**src/rtl/shifter_arbiter_if.sv**
```systemverilog
// Bundle shared by shifter_arbiter: requester handshakes, the external Shifter hookup and the
// registered result port. The arbiter connects as slave; requesters, Shifter and consumer as master.
interface shifter_arbiter_if #(
  parameter int unsigned NREQ = 2,
  parameter int unsigned IDW  = 1
);
  logic [NREQ-1:0]    req_valid;
  logic [NREQ-1:0]    req_ready;
  logic [NREQ*32-1:0] req_in1;
  logic [NREQ*5-1:0]  req_shamt;
  logic [NREQ*2-1:0]  req_sel;

  logic [31:0]        sh_in1;
  logic [4:0]         sh_shamt;
  logic [1:0]         sh_select;
  logic [31:0]        sh_result;

  logic               out_valid;
  logic               out_ready;
  logic [31:0]        out_result;
  logic [IDW-1:0]     out_tag;

  modport master (
    output req_valid, req_in1, req_shamt, req_sel, sh_result, out_ready,
    input  req_ready, sh_in1, sh_shamt, sh_select, out_valid, out_result, out_tag
  );

  modport slave (
    input  req_valid, req_in1, req_shamt, req_sel, sh_result, out_ready,
    output req_ready, sh_in1, sh_shamt, sh_select, out_valid, out_result, out_tag
  );
endinterface

```
**src/rtl/shifter_arbiter.sv**
```systemverilog
// Round-robin arbiter sharing one combinational Shifter between NREQ requesters; the shift
// result is captured in a one-deep output register (1-cycle latency, 1 result per clock).
module shifter_arbiter #(
  parameter int unsigned NREQ = 2,
  parameter int unsigned IDW  = (NREQ > 1) ? $clog2(NREQ) : 1
) (
  input logic            clk,
  input logic            rst,
  shifter_arbiter_if.slave bus
);

  typedef enum logic {StIdle, StFull} state_e;

  state_e         r_state;
  state_e         w_state_next;
  logic [IDW-1:0] r_rr_ptr;
  logic [IDW-1:0] w_rr_next;
  logic [31:0]    r_result;
  logic [IDW-1:0] r_tag;

  logic [NREQ-1:0] w_grant;
  logic [IDW-1:0]  w_gidx;
  logic            w_found;
  int unsigned     w_idx;
  logic            w_accept_ok;
  logic            w_xfer;

  // Rotating priority search: first valid requester at or after r_rr_ptr wins.
  always_comb begin
    w_grant = '0;
    w_gidx  = '0;
    w_found = 1'b0;
    w_idx   = 0;
    for (int unsigned k = 0; k < NREQ; k++) begin
      w_idx = (32'(r_rr_ptr) + k) % NREQ;
      if (!w_found && bus.req_valid[w_idx]) begin
        w_found        = 1'b1;
        w_grant[w_idx] = 1'b1;
        w_gidx         = IDW'(w_idx);
      end
    end
  end

  assign w_accept_ok   = (r_state == StIdle) | bus.out_ready;
  assign bus.req_ready = rst ? '0 : (w_grant & {NREQ{w_accept_ok}});
  assign w_xfer        = w_found & w_accept_ok & ~rst;
  assign w_rr_next     = (w_gidx == IDW'(NREQ - 1)) ? '0 : w_gidx + IDW'(1);

  // Idle operands are zero so the Shifter sees select 0 and returns 0.
  always_comb begin
    bus.sh_in1    = '0;
    bus.sh_shamt  = '0;
    bus.sh_select = '0;
    if (w_found) begin
      bus.sh_in1    = bus.req_in1[32*w_gidx +: 32];
      bus.sh_shamt  = bus.req_shamt[5*w_gidx +: 5];
      bus.sh_select = bus.req_sel[2*w_gidx +: 2];
    end
  end

  always_comb begin
    w_state_next = r_state;
    unique case (r_state)
      StIdle: if (w_xfer) w_state_next = StFull;
      StFull: begin
        if (w_xfer) begin
          w_state_next = StFull;
        end else if (bus.out_ready) begin
          w_state_next = StIdle;
        end
      end
      default: w_state_next = StIdle;
    endcase
  end

  always_ff @(posedge clk) begin
    if (rst) begin
      r_state  <= StIdle;
      r_rr_ptr <= '0;
      r_result <= '0;
      r_tag    <= '0;
    end else begin
      r_state <= w_state_next;
      if (w_xfer) begin
        r_result <= bus.sh_result;
        r_tag    <= w_gidx;
        r_rr_ptr <= w_rr_next;
      end
    end
  end

  assign bus.out_valid  = (r_state == StFull);
  assign bus.out_result = r_result;
  assign bus.out_tag    = r_tag;

endmodule

```
**src/flat_wrapper.sv**
```systemverilog
// flat-port wrapper written by rule: the top's interface ports become plain ports
module shifter_arbiter_flat 
#(
  parameter int unsigned NREQ = 2,
  parameter int unsigned IDW  = (NREQ > 1) ? $clog2(NREQ) : 1
)
  (clk, rst, bus_req_valid, bus_req_in1, bus_req_shamt, bus_req_sel, bus_sh_result, bus_out_ready, bus_req_ready, bus_sh_in1, bus_sh_shamt, bus_sh_select, bus_out_valid, bus_out_result, bus_out_tag);
  shifter_arbiter_if #(.NREQ(NREQ), .IDW(IDW)) bus_i ();
  input logic clk;
  input logic rst;
  input wire logic [$bits(bus_i.req_valid)-1:0] bus_req_valid;
  input wire logic [$bits(bus_i.req_in1)-1:0] bus_req_in1;
  input wire logic [$bits(bus_i.req_shamt)-1:0] bus_req_shamt;
  input wire logic [$bits(bus_i.req_sel)-1:0] bus_req_sel;
  input wire logic [$bits(bus_i.sh_result)-1:0] bus_sh_result;
  input wire logic [$bits(bus_i.out_ready)-1:0] bus_out_ready;
  output wire logic [$bits(bus_i.req_ready)-1:0] bus_req_ready;
  output wire logic [$bits(bus_i.sh_in1)-1:0] bus_sh_in1;
  output wire logic [$bits(bus_i.sh_shamt)-1:0] bus_sh_shamt;
  output wire logic [$bits(bus_i.sh_select)-1:0] bus_sh_select;
  output wire logic [$bits(bus_i.out_valid)-1:0] bus_out_valid;
  output wire logic [$bits(bus_i.out_result)-1:0] bus_out_result;
  output wire logic [$bits(bus_i.out_tag)-1:0] bus_out_tag;
  assign bus_i.req_valid = bus_req_valid;
  assign bus_i.req_in1 = bus_req_in1;
  assign bus_i.req_shamt = bus_req_shamt;
  assign bus_i.req_sel = bus_req_sel;
  assign bus_i.sh_result = bus_sh_result;
  assign bus_i.out_ready = bus_out_ready;
  assign bus_req_ready = bus_i.req_ready;
  assign bus_sh_in1 = bus_i.sh_in1;
  assign bus_sh_shamt = bus_i.sh_shamt;
  assign bus_sh_select = bus_i.sh_select;
  assign bus_out_valid = bus_i.out_valid;
  assign bus_out_result = bus_i.out_result;
  assign bus_out_tag = bus_i.out_tag;
  shifter_arbiter #(.NREQ(NREQ), .IDW(IDW)) u_core (.clk(clk), .rst(rst), .bus(bus_i));
endmodule
```
**config.mk**
```make
export PLATFORM = sky130hd
export DESIGN_NAME = shifter_arbiter_flat
export DESIGN_NICKNAME = d
export VERILOG_FILES = /design/src/rtl/shifter_arbiter_if.sv /design/src/rtl/shifter_arbiter.sv /design/src/flat_wrapper.sv
export SDC_FILE = /design/constraint.sdc
export NUM_CORES = 1
export LEC_CHECK = 0
export BUFFER_PORTS_ARGS = -buffer_cell sky130_fd_sc_hd__buf_2
export CAP_MARGIN = 10
export CORE_UTILIZATION = 42
export DETAILED_ROUTE_END_ITERATION = 8
export HOLD_SLACK_MARGIN = 0.06
export PLACE_DENSITY = 0.84
export SYNTH_ARGS = -nofsm -noshare
export SYNTH_HDL_FRONTEND = slang
export SYNTH_SLANG_ARGS = --single-unit
```
**constraint.sdc**
```tcl
create_clock -name clk -period 3.35 [get_ports clk]
set_input_delay 0.1675 -clock clk [delete_from_list [all_inputs] [get_ports clk]]
set_output_delay 0.1675 -clock clk [all_outputs]
set_load 0.01 [all_outputs]
```
==> impl_metrics.py <==
metrics = {
    "global_routing": {
        "use_met2_pct": 41.2,
        "grt_start_max_net_pins": 41,
        "top_usage_layer": "met2",
        "use_met3_pct": 5.35,
        "antenna_found_initial": 0,
        "grt_pass1_vias": 2161,
        "gr-usage-all-layers_pct": 22.4,
        "grt.overflow.total": 0,
        "gr-usage-met1_pct": 24.7,
        "grt_pass1_wl_um": 9630,
    },
    "timing": {
        "slew_headroom_pct": 36.5,
        "layout_setup_ws_ps": 1380,
        "fin_crit_sh_pct": 58.8,
        "fmax_mhz": 508,
        "setup_viol": 0,
        "tightest_slew_ps": 951,
        "tns_ps": 0,
        "clock_skew_ps": 5.71,
        "maxSlewViolCount": 0,
        "hold_violations": 0,
        "fin_crit_ps": 1970,
        "rsz0062_at_grt": "no",
    },
    "setup_path": {
        "cpPeakStageDelay_ps": 680,
        "crit_arrival_ps": 2140,
        "critical_path_required_ps": 3520,
        "crit_path_top_delay_cell": "or3_2",
        "cp_max_fo": 36,
        "crit_path_start": "u_core.bus.out_valid$_SDFF_PP0_",
        "end_kind": "register",
        "startpoint_type": "register",
        "crit_chain": "nor2b_4 > buf_4 > or3_2 > buf_12 > a31o_2",
        "crit_type": "reg -> reg",
        "timing.rr.start": "u_core.bus.out_valid$_SDFF_PP0_",
    },
    "drt": {
        "initialDrtViolationCount": 152,
        "drt-total-wl_um": 6520,
        "postRouteAntennaNets": 0,
        "drcViolationCount": 0,
        "vias": 2481,
        "wl_per_cell_um": 12.2,
        "drtPass1Iterations": 4,
        "viasPerCell": 4.65,
    },
    "final_layout": {
        "fillers": 465,
        "diodes": 0,
        "postLayoutCoreUtil_pct": 64.4,
        "syn_to_final_growth_pct": 47.4,
        "final-instance-count-excl-fill": 533,
        "stdcell_area_mm2": 0.00329,
        "nets": 577,
        "drive_above_1_share_pct": 51.6,
    },
    "clock_tree": {
        "cts_htree_levels": 2,
        "clockBufferDepth": 2,
        "cts_tree": "yes",
        "cts_hold_buf": 0,
        "worst_skew_pair.late_latency_ps": 280,
        "cts_resized": 0,
        "numCtsBuffers": 5,
        "clock_sinks": 35,
        "cts_root_buf": "clkbuf_8",
        "path_clk_slew_ps": 70,
        "post_cts_buffers": 0,
    },
    "place": {
        "dpl.hpwl_um": 5260,
        "port_buffers": 189,
        "pre_cts_ws_ps": 1380,
        "dp.cells": 525,
        "place_area_mm2": 0.00321,
        "place.gp.congestion": 0.826,
    },
    "floorplan": {
        "chipHeight_um": 74.9,
        "start_util_pct": 43.7,
        "num_io_pins": 190,
        "fp.dieW_um": 74.9,
        "core_region_area_mm2": 0.00511,
        "std_cell_rows": 26,
        "die_area_mm2": 0.00561,
    },
    "yosys": {
        "synthTopCellsByArea": "dfxtp_1, mux2i_1, inv_1, o21ai_2, o211ai_1",
        "ys_seq_area_share_pct": 31.4,
        "synth_cell_types": 18,
        "syn_area_per_cell_um2": 7.86,
        "synth_seq_cells": 35,
        "synth_top_area_share_pct": 31.4,
        "synth_warnings": 0,
        "netlist_area_mm2": 0.00223,
        "synth_fp_nets": 399,
        "synth_cells": 284,
        "yosysTopAreaCell": "dfxtp_1",
    },
    "worst_hold_path": {
        "hp-start": "bus_sh_result[5]",
        "hp-class": "in -> reg",
    },
    "power": {
        "ir_drop_mv": 0.214,
        "leakage_nw": 2.09,
        "p_per_area_mw_per_mm2": 335,
    },
    "run_status": {
        "status": "completed",
    },
    "job": {
        "cap_viol_max_count": 0,
    },
}
cell usage after synthesis:
master / instances
or3_1: 1
inv_1: 74
clkbuf_1: 13
nor2b_4: 1
a2111oi_2: 1
dfxtp_1: 35
buf_2: 6
o21ai_2: 30
o21ai_1: 1
o211ai_1: 32
nor2_1: 2
o21ai_0: 2
nand2_1: 39
buf_6: 4
a31o_2: 1
mux2i_1: 39
a211oi_2: 1
nor3_1: 2
kinds of logic (layout without fill, tap and decap cells):
| group | count (synthesis) | count (layout) | synth area share [%] |
|---|---|---|---|
| and+or+nand+nor | 45 | 45 | 8.24 |
| muxes | 39 | 39 | 17.5 |
| DFF | 35 | 35 | 31.4 |
| AOI/OAI and AO/OA | 68 | 68 | 24.8 |
| buffers and inverters | 97 | 276 | 18.0 |
sequential cells by signal (all words and copies together), names as in the netlist:
signal and count:
u_core.bus.out_result 32, u_core.bus.out_tag 1, u_core.bus.out_valid 1, u_core.r_rr_ptr 1
area by class of cell:
class	instances	area (µm²)	area share (%)
clock inverter	3	15.0	0.456
tap	70	87.6	2.66
sequential	35	701	21.3
inverter	74	278	8.44
timing repair buffer	194	996	30.3
clock buffer	5	68.8	2.09
multi-input combinational	152	1140	34.8
routing by layer:
metal / wire length (µm) / vias to the layer above
met4: 156 / 0
li1: - / 1264
met1: 2430 / 1083
met3: 434 / 12
met2: 3500 / 122
met5: 0 / -
through the flow:
stage	total power [mW]	hold slack [ps]
floorplan	0.665	232
global placement	0.820	421
detailed placement	0.828	423
CTS	1.12	122
global route	1.18	117
finish	1.10	126
power by group:
part,internal (mW),switching [mW]
logic,0.163,0.187
registers,0.448,0.0170
clock network,0.142,0.145
total,0.752,0.350
critical path, delay by kind of cell, from the launching register on:
family	cells	cell delay (ps)
DFF	1	320
AOI/OAI and AO/OA	1	240
and+or+nand+nor	2	800
buffers and inverters	2	480
worst paths after layout:
kind | end | slack (ps) | cells after the start
setup / recovery | u_core.r_rr_ptr$_SDFFE_PP0P_ | 1380 | 5
hold / removal | u_core.bus.out_result[5]$_SDFFE_PP0P_ | 130 | 3
setup reg to reg | u_core.r_rr_ptr$_SDFFE_PP0P_ | 1380 | 5
hold reg to reg | u_core.bus.out_tag$_SDFFE_PP0P_ | 470 | 2
placed cells by master (no fill, tap or decap), drive strengths merged:
| master | synthesis | routed |
|---|---|---|
| a2111oi | 1 | 1 |
| a211oi | 1 | 1 |
| a31o | 1 | 1 |
| buf | 10 | 194 |
| clkbuf | 13 | 5 |
| clkinv | 0 | 3 |
| dfxtp | 35 | 35 |
| inv | 74 | 74 |
| mux2i | 39 | 39 |
| nand2 | 39 | 39 |
| nor2 | 2 | 2 |
| nor2b | 1 | 1 |
| nor3 | 2 | 2 |
| o211ai | 32 | 32 |
| o21ai | 33 | 33 |
| or3 | 1 | 1 |
Power figures use the tool's default switching activity.
